File: src/rtl/conv_window_fetch.sv
// Sliding 4x4 binary-patch fetcher: streams image rows from SRAM into four row
// registers and emits stride-2 windows over a valid/ready handshake.
module conv_window_fetch #(
    parameter int IMG_H  = 16,
    parameter int ADDR_W = 12
) (
    input  logic              clk,
    input  logic              reset,
    input  logic              start,
    input  logic [ADDR_W-1:0] base_address,
    output logic              rd_en,
    output logic [ADDR_W-1:0] rd_address,
    input  logic [15:0]       rd_data,
    output logic [15:0]       patch_data,
    output logic              patch_valid,
    input  logic              patch_ready,
    output logic [3:0]        patch_row,
    output logic [3:0]        patch_col,
    output logic              busy,
    output logic              done
);

    typedef enum logic [2:0] {
        S_IDLE,
        S_LOAD,
        S_WAIT,
        S_EMIT,
        S_DONE
    } state_t;

    localparam logic [3:0] LAST_BAND = 4'(IMG_H - 4);
    localparam logic [3:0] LAST_COL  = 4'd12;

    state_t            state_q;
    logic [15:0]       rows_q [4];
    logic [3:0]        col_q;
    logic [3:0]        band_row_q;
    logic [1:0]        load_cnt_q;
    logic              cap_valid_q;
    logic [1:0]        cap_idx_q;
    logic [ADDR_W-1:0] base_q;
    logic              handshake;

    assign handshake   = (state_q == S_EMIT) && patch_ready;
    assign rd_en       = (state_q == S_LOAD);
    // Row being fetched: band_row + load_cnt; later bands start load_cnt at 2.
    assign rd_address  = base_q + ADDR_W'(band_row_q) + ADDR_W'(load_cnt_q);
    assign patch_valid = (state_q == S_EMIT);
    assign patch_row   = band_row_q;
    assign patch_col   = col_q;
    assign busy        = (state_q != S_IDLE);
    assign done        = (state_q == S_DONE);

    // NOTE: every always_comb output gets a default first so no latch is inferred.
    always_comb begin
        patch_data = '0;
        if (state_q == S_EMIT) begin
            for (int k = 0; k < 4; k++) begin
                patch_data[4*k +: 4] = 4'(rows_q[k] >> col_q);
            end
        end
    end

    // NOTE: sequential state uses non-blocking assignments only, so every
    // register sees the pre-edge value of every other register.
    always_ff @(posedge clk) begin
        if (reset) begin
            state_q     <= S_IDLE;
            col_q       <= '0;
            band_row_q  <= '0;
            load_cnt_q  <= '0;
            cap_valid_q <= 1'b0;
            cap_idx_q   <= '0;
            base_q      <= '0;
            // NOTE: the row registers are a tiny flop array, not RAM, so they
            // are cleared on reset like any other state.
            for (int k = 0; k < 4; k++) begin
                rows_q[k] <= '0;
            end
        end else begin
            cap_valid_q <= 1'b0;
            // SRAM data arrives one cycle after its read strobe.
            if (cap_valid_q) begin
                rows_q[cap_idx_q] <= rd_data;
            end

            case (state_q)
                S_IDLE: begin
                    if (start) begin
                        base_q     <= base_address;
                        band_row_q <= '0;
                        col_q      <= '0;
                        load_cnt_q <= '0;
                        state_q    <= S_LOAD;
                    end
                end
                S_LOAD: begin
                    cap_valid_q <= 1'b1;
                    cap_idx_q   <= load_cnt_q;
                    load_cnt_q  <= load_cnt_q + 2'd1;
                    if (load_cnt_q == 2'd3) begin
                        state_q <= S_WAIT;
                    end
                end
                S_WAIT: begin
                    state_q <= S_EMIT;
                end
                S_EMIT: begin
                    if (handshake) begin
                        if (col_q != LAST_COL) begin
                            col_q <= col_q + 4'd2;
                        end else if (band_row_q == LAST_BAND) begin
                            state_q <= S_DONE;
                        end else begin
                            // Slide the band down two rows; only two new rows are fetched.
                            rows_q[0]  <= rows_q[2];
                            rows_q[1]  <= rows_q[3];
                            band_row_q <= band_row_q + 4'd2;
                            col_q      <= '0;
                            load_cnt_q <= 2'd2;
                            state_q    <= S_LOAD;
                        end
                    end
                end
                S_DONE: begin
                    state_q <= S_IDLE;
                end
                default: begin
                    state_q <= S_IDLE;
                end
            endcase
        end
    end

endmodule

File: config.mk
export PLATFORM = sky130hd
export DESIGN_NAME = conv_window_fetch
export DESIGN_NICKNAME = d
export VERILOG_FILES = /design/src/rtl/conv_window_fetch.sv
export SDC_FILE = /design/constraint.sdc
export NUM_CORES = 1
export LEC_CHECK = 0
export BUFFER_PORTS_ARGS = -buffer_cell sky130_fd_sc_hd__buf_2
export CAP_MARGIN = 20
export CORE_ASPECT_RATIO = 1.75
export CORE_MARGIN = 4
export CORE_UTILIZATION = 45
export DETAILED_ROUTE_END_ITERATION = 10
export PLACE_DENSITY = 0.65
export SYNTH_ARGS = -nofsm -noshare
export SYNTH_HDL_FRONTEND = slang
export SYNTH_SLANG_ARGS = --single-unit
File: constraint.sdc
create_clock -name clk -period 3.5 [get_ports clk]
set_input_delay 0.7 -clock clk [delete_from_list [all_inputs] [get_ports clk]]
set_output_delay 0.7 -clock clk [all_outputs]
set_load 0.1 [all_outputs]
# Word level (Yosys, flattened, before mapping)
# Memories as Yosys holds them, arrays and structs flattened.
# Cells that the tools add are included.
# word_totals
ff_bits,28
ram_bits,64
in_bits,32
elab_cells,89
mem_count,1
# classes
n_addsub,5
n_eq_ne,15
shifts,4
muxes,38
n_bitwise,8
n_reduce_logical,11
# mem_list
name,words,width,read_ports,rd_clocked_by_memory_dff,wr,line,text
rows_q,4,16,4,0,4,35,logic [15:0] rows_q [4];
# ops
cell,n
16-bit 2-to-1 mux,4
16-bit by 4-bit right shift with 4-bit output,4
4-bit 2-to-1 mux,7
4-bit one-hot mux with 2 select lines,2
16-bit OR reduction,1
3-bit 2-to-1 mux,5
1-bit 2-to-1 mux,13
12-bit by 2-bit adder with 12-bit output,1
12-bit by 4-bit adder with 12-bit output,1
3-bit one-hot mux with 4 select lines,1
2-bit 2-to-1 mux,5
5-bit AND reduction,2
4-bit by 2-bit adder with 4-bit output (second input constant),2
4-bit AND reduction,2
2-bit equality test (second input constant),3
3-bit by 2-bit equality test with 1-bit output (second input constant),2
2-bit != test (second input constant),3
2-bit one-hot mux with 3 select lines,1
3-bit nonzero test,2
1-bit bitwise AND,4
4-bit equality test (second input constant),1
2-bit by 1-bit != test with 1-bit output (second input constant),2
4-bit != test (second input constant),1
3-bit by 1-bit equality test with 1-bit output (second input constant),1
9 further kinds,11

# Depth between registers and ports, before layout
# logic_depth
depth_word,13
depth_mapped,8
ltp_nobuf,8

# Worst setup path before layout
# Ideal clock, no wire load.
# synth_timing
kind,flip-flop to output port
from,"register col_q[1], in the netlist patch_col[1]"
to,output patch_data[10]
t_arrival_ns,4.165
t_required_ns,2.800
setup_slack_ns,-1.365
path_stages_with_launch,6
cell_sequence,dfxtp_1 > buf_2 > inv_1 > nor2_1 > a21oi_1 > a211oi_1
# synth_via
elab_chain_len,2
# synth_rtl
element,line,text
"start, declared",36,logic [3:0] col_q;
"start signal, assigned",111,col_q <= col_q + 4'd2;
16-bit by 4-bit right shift with 4-bit output,59,patch_data[4*k +: 4] = 4'(rows_q[k] >> col_q);
16-bit 2-to-1 mux,57,if (state_q == S_EMIT) begin
"end, declared",14,"output logic [15:0] patch_data,"
# Every way passes these cells.

# Worst setup path in the final report
# layout_timing
from,register base_q[1]
to,output rd_address[9]
# layout_via
elab_chain_len,2
# layout_rtl
element,line,text
"start, declared",41,logic [ADDR_W-1:0] base_q;
"start signal, assigned",90,base_q <= base_address;
12-bit by 4-bit adder with 12-bit output,47,assign rd_address = base_q + ADDR_W'(band_row_q) + ADDR_W'(load_cnt_q);
12-bit by 2-bit adder with 12-bit output,47,
"end, declared",12,"output logic [ADDR_W-1:0] rd_address,"
# Every way passes these cells.

==> key figures <==
GRT
  – First-pass GRT wire length: 18500 microns
  – Largest net degree at the start of global routing: 33
  – Vias in the first global route: 3609
  – Total grt overflow: 0
  – GRT Util Overall: about a fifth
  – Initial antenna violation count: 0

Layout
  – # fillers: ~930
  – Syn-to-layout area delta: 24.7%
  – Nets: between 500 and 600
  – Non-filler cells in the finished layout: between 600 and 700
  – Final core occ: 58.0%
  – Number of diodes: 0
  – Footprint of the multi-input gates: 0.00270 sq mm
  – FF/Latch Area: 0.00245 sq mm
  – Fraction of layout cells with a size suffix above 1: 35.4%

Synth
  – Yosys synthesis warning count: 0
  – Share of the synthesized area in the top cell type: a little under two fifths
  – Seq/Total Area, Yosys: 48.5%
  – Area leader, netlist: edfxtp_1
  – Number of synthesized flops with an enable pin: 64
  – Synth Instances: 441
  – Mapped Avg Cell Area: approximately 11 sq um
  – Ys async rst share: 0%
  – Main synth FF type: edfxtp_1
  – Register bit total from synthesis: 90
  – Synth area leaders: edfxtp_1 38%, dfxtp_1 10%, mux2i_1 9.1%
  – Post-synth cell types: 54
  – Mapped cell area: between 0.005 and 0.006 sq mm

Power and ir drop
  – Sequential Power Share: slightly below 50%
  – Clock power share: around 38%
  – VDD IR max: 0.280 mV
  – Power per cell area: a little under 400 mW/mm^2
  – P_leak: ~2.4 nW
  – Cell Int Power: 1.77 mW
  – Gate power share: 12.9%
  – Sw power: 0.692 mW
  – Switching share of power: 28.1%

Detailed routing
  – DR WL/cell: between 15 and 20 microns
  – Post-route ant nets: 0
  – Vias per cell: roughly 5.6
  – Drt first-iter violations: around 140
  – DRC viols: 0
  – Drt pass-1 iters: 4
  – Total Wirelength: 11800 microns
  – Via count: 3565

CTS
  – Sink Count: 90
  – Worst-Skew Late Latency: 340 ps
  – CTS tree: built
  – H-tree depth: 3
  – Clock Path Buffers: 2
  – Clk root buf: clkbuf_16
  – CTS Buf Count: 9
  – Clock transition at path regs: about 60 ps

Timing
  – Crit path time final: between 3000 and 4000 ps
  – Clock Skew: 7.32 ps
  – Final Cycle Share: between 90 and 100%
  – Max-slew headroom: 42.5%
  – Final WS setup: 56.3 ps
  – Unrepaired setup endpoints after global routing: yes
  – Slew Viols, Final: 0
  – Setup violators final: 0
  – Max Fclk: 0.290 GHz
  – Least-Margin Pin Slew: 859 ps
  – Fin. Hold Viols: 0

Flow run
  – Max-Cap Viols: 0

Die
  – IO Pins: 72
  – Die ar.: 0.0130 sq mm
  – Chip width: 88.0 microns
  – Starting density of the core: 46.5%
  – Die H: 148 microns
  – Std-Cell Rows: 50
  – Floorplan Core Area: 0.0108 sq mm

Critical path
  – Crit. End Element: output pin
  – Crit path kind: reg -> out
  – Worst-path fanout max: 4
  – WP data required: approximately 2800 ps
  – Critical Path AT: about 2700 ps
  – Critical Path Start Type: flop

Placed design
  – Cells after DPL: 621
  – I/O Buffers: 69
  – Hpwl dp: between 8000 and 9000 microns
  – Place WS: 191 ps
  – Routability Congestion: 0.769

Min path
  – Worst Hold Class: reg -> reg

Status
  – Outcome: completed
==> power groups by stage <==
stage	clock network [mW]	logic [mW]	registers, mW
2_1_floorplan	0	0.241	1.24
3_3_place_gp	0	0.313	1.24
6_report	0.923	0.317	1.22
4_1_cts	0.942	0.319	1.22
3_5_place_dp	0	0.317	1.25
5_1_grt	0.984	0.339	1.23
==> critical path, cell delays in order (launching register included) <==
cell	delay, ps
dfxtp_2	330
fa_1	530
ha_2	200
inv_2	40
fa_2	400
nor2b_4	170
o21ai_4	120
a21boi_4	230
xor2_4	190
buf_12	190
==> layout by cell type (no fill, tap or decap), drive strengths merged, types with 13 or more instances in the layout <==
master and n:
a21oi 32, a22o 32, and2 33, buf 82
dfxtp 26, edfxtp 64, inv 13, mux2i 46
nand2 46, nor2 30
==> kinds of logic after synthesis <==
family          count (synthesis)  synth area share, %
compound gates                 88                 12.8
xor+xnor                       12                 2.09
flops                          90                 48.5
fa+ha+maj                      12                 3.28
other cells                     1               0.0745
buf+inv                        40                 4.50
mux                            55                 13.0
simple gates                  143                 15.8
==> metrics by stage <==
step           hold WS [ps]  area (sq um)  setup TNS, ps  total power [mW]
2_1_floorplan           440          5330           -299              1.48
3_3_place_gp            448          5930              0              1.56
3_5_place_dp            456          5930              0              1.56
4_1_cts                 465          6220          -8.36              2.48
5_1_grt                 495          6270           -101              2.55
6_report                459          6270              0              2.46
==> state kept, by name, summed over array words and instances (netlist names) <==
| signal | flops |
|---|---|
| patch_col | 3 |
| cap_idx_q | 2 |
| rows_q | 64 |
| cap_valid_q | 1 |
| state_q | 3 |
| load_cnt_q | 2 |
| base_q | 12 |
| patch_row | 3 |
==> worst paths after layout <==
path | end | from | cells after the start | slack (ps)
worst max-delay path | rd_address[9] | base_q[1] | 9 | 60
worst min-delay path | base_q[2] | base_q[2] | 2 | 460
worst max register to register | rows_q[1][2] | patch_col[2] | 5 | 610
worst min register to register | base_q[2] | base_q[2] | 2 | 460
==> layout make-up <==
type	count	share of cell area, %
Multi-Input combinational cell	312	43.1
Sequential cell	90	39.1
Timing Repair Buffer	82	10.1
Clock buffer	9	3.59
Tap cell	130	2.59
Clock inverter	7	0.957
Inverter	9	0.538
==> Yosys cell counts (3+ instances only) <==
cell type / instances
clkbuf_1: 11
ha_1: 10
buf_6: 6
a211oi_1: 10
nand2_1: 46
mux2i_1: 46
dfxtp_1: 26
xor2_1: 7
a22o_2: 22
and2_1: 33
nand2b_1: 3
nor2_1: 29
o21ai_0: 3
nor3b_1: 3
buf_4: 6
buf_2: 7
a22o_1: 10
a31oi_1: 3
edfxtp_1: 64
inv_1: 9
mux4_2: 8
a21oi_1: 32
xnor2_1: 5
or2_2: 3
nor3_1: 3
==> per-layer routing <==
metal | track usage [%] | up-vias | share of wire [%]
met4 | 7.91 | 0 | 3.1
met2 | 33.8 | 91 | 53
met5 | 0 | - | 0
li1 | - | 1746 | -
met3 | 3.51 | 16 | 5.2
met1 | 21.6 | 1712 | 38
==> repair_timing <==
action,in CTS,in global routing
resized for setup,3,9
endpoints found under the setup margin,4,5
pin swaps,2,5
hold buffers,0,0
buffers inserted,0,2
Note: power is estimated with default switching activity, not from simulation.
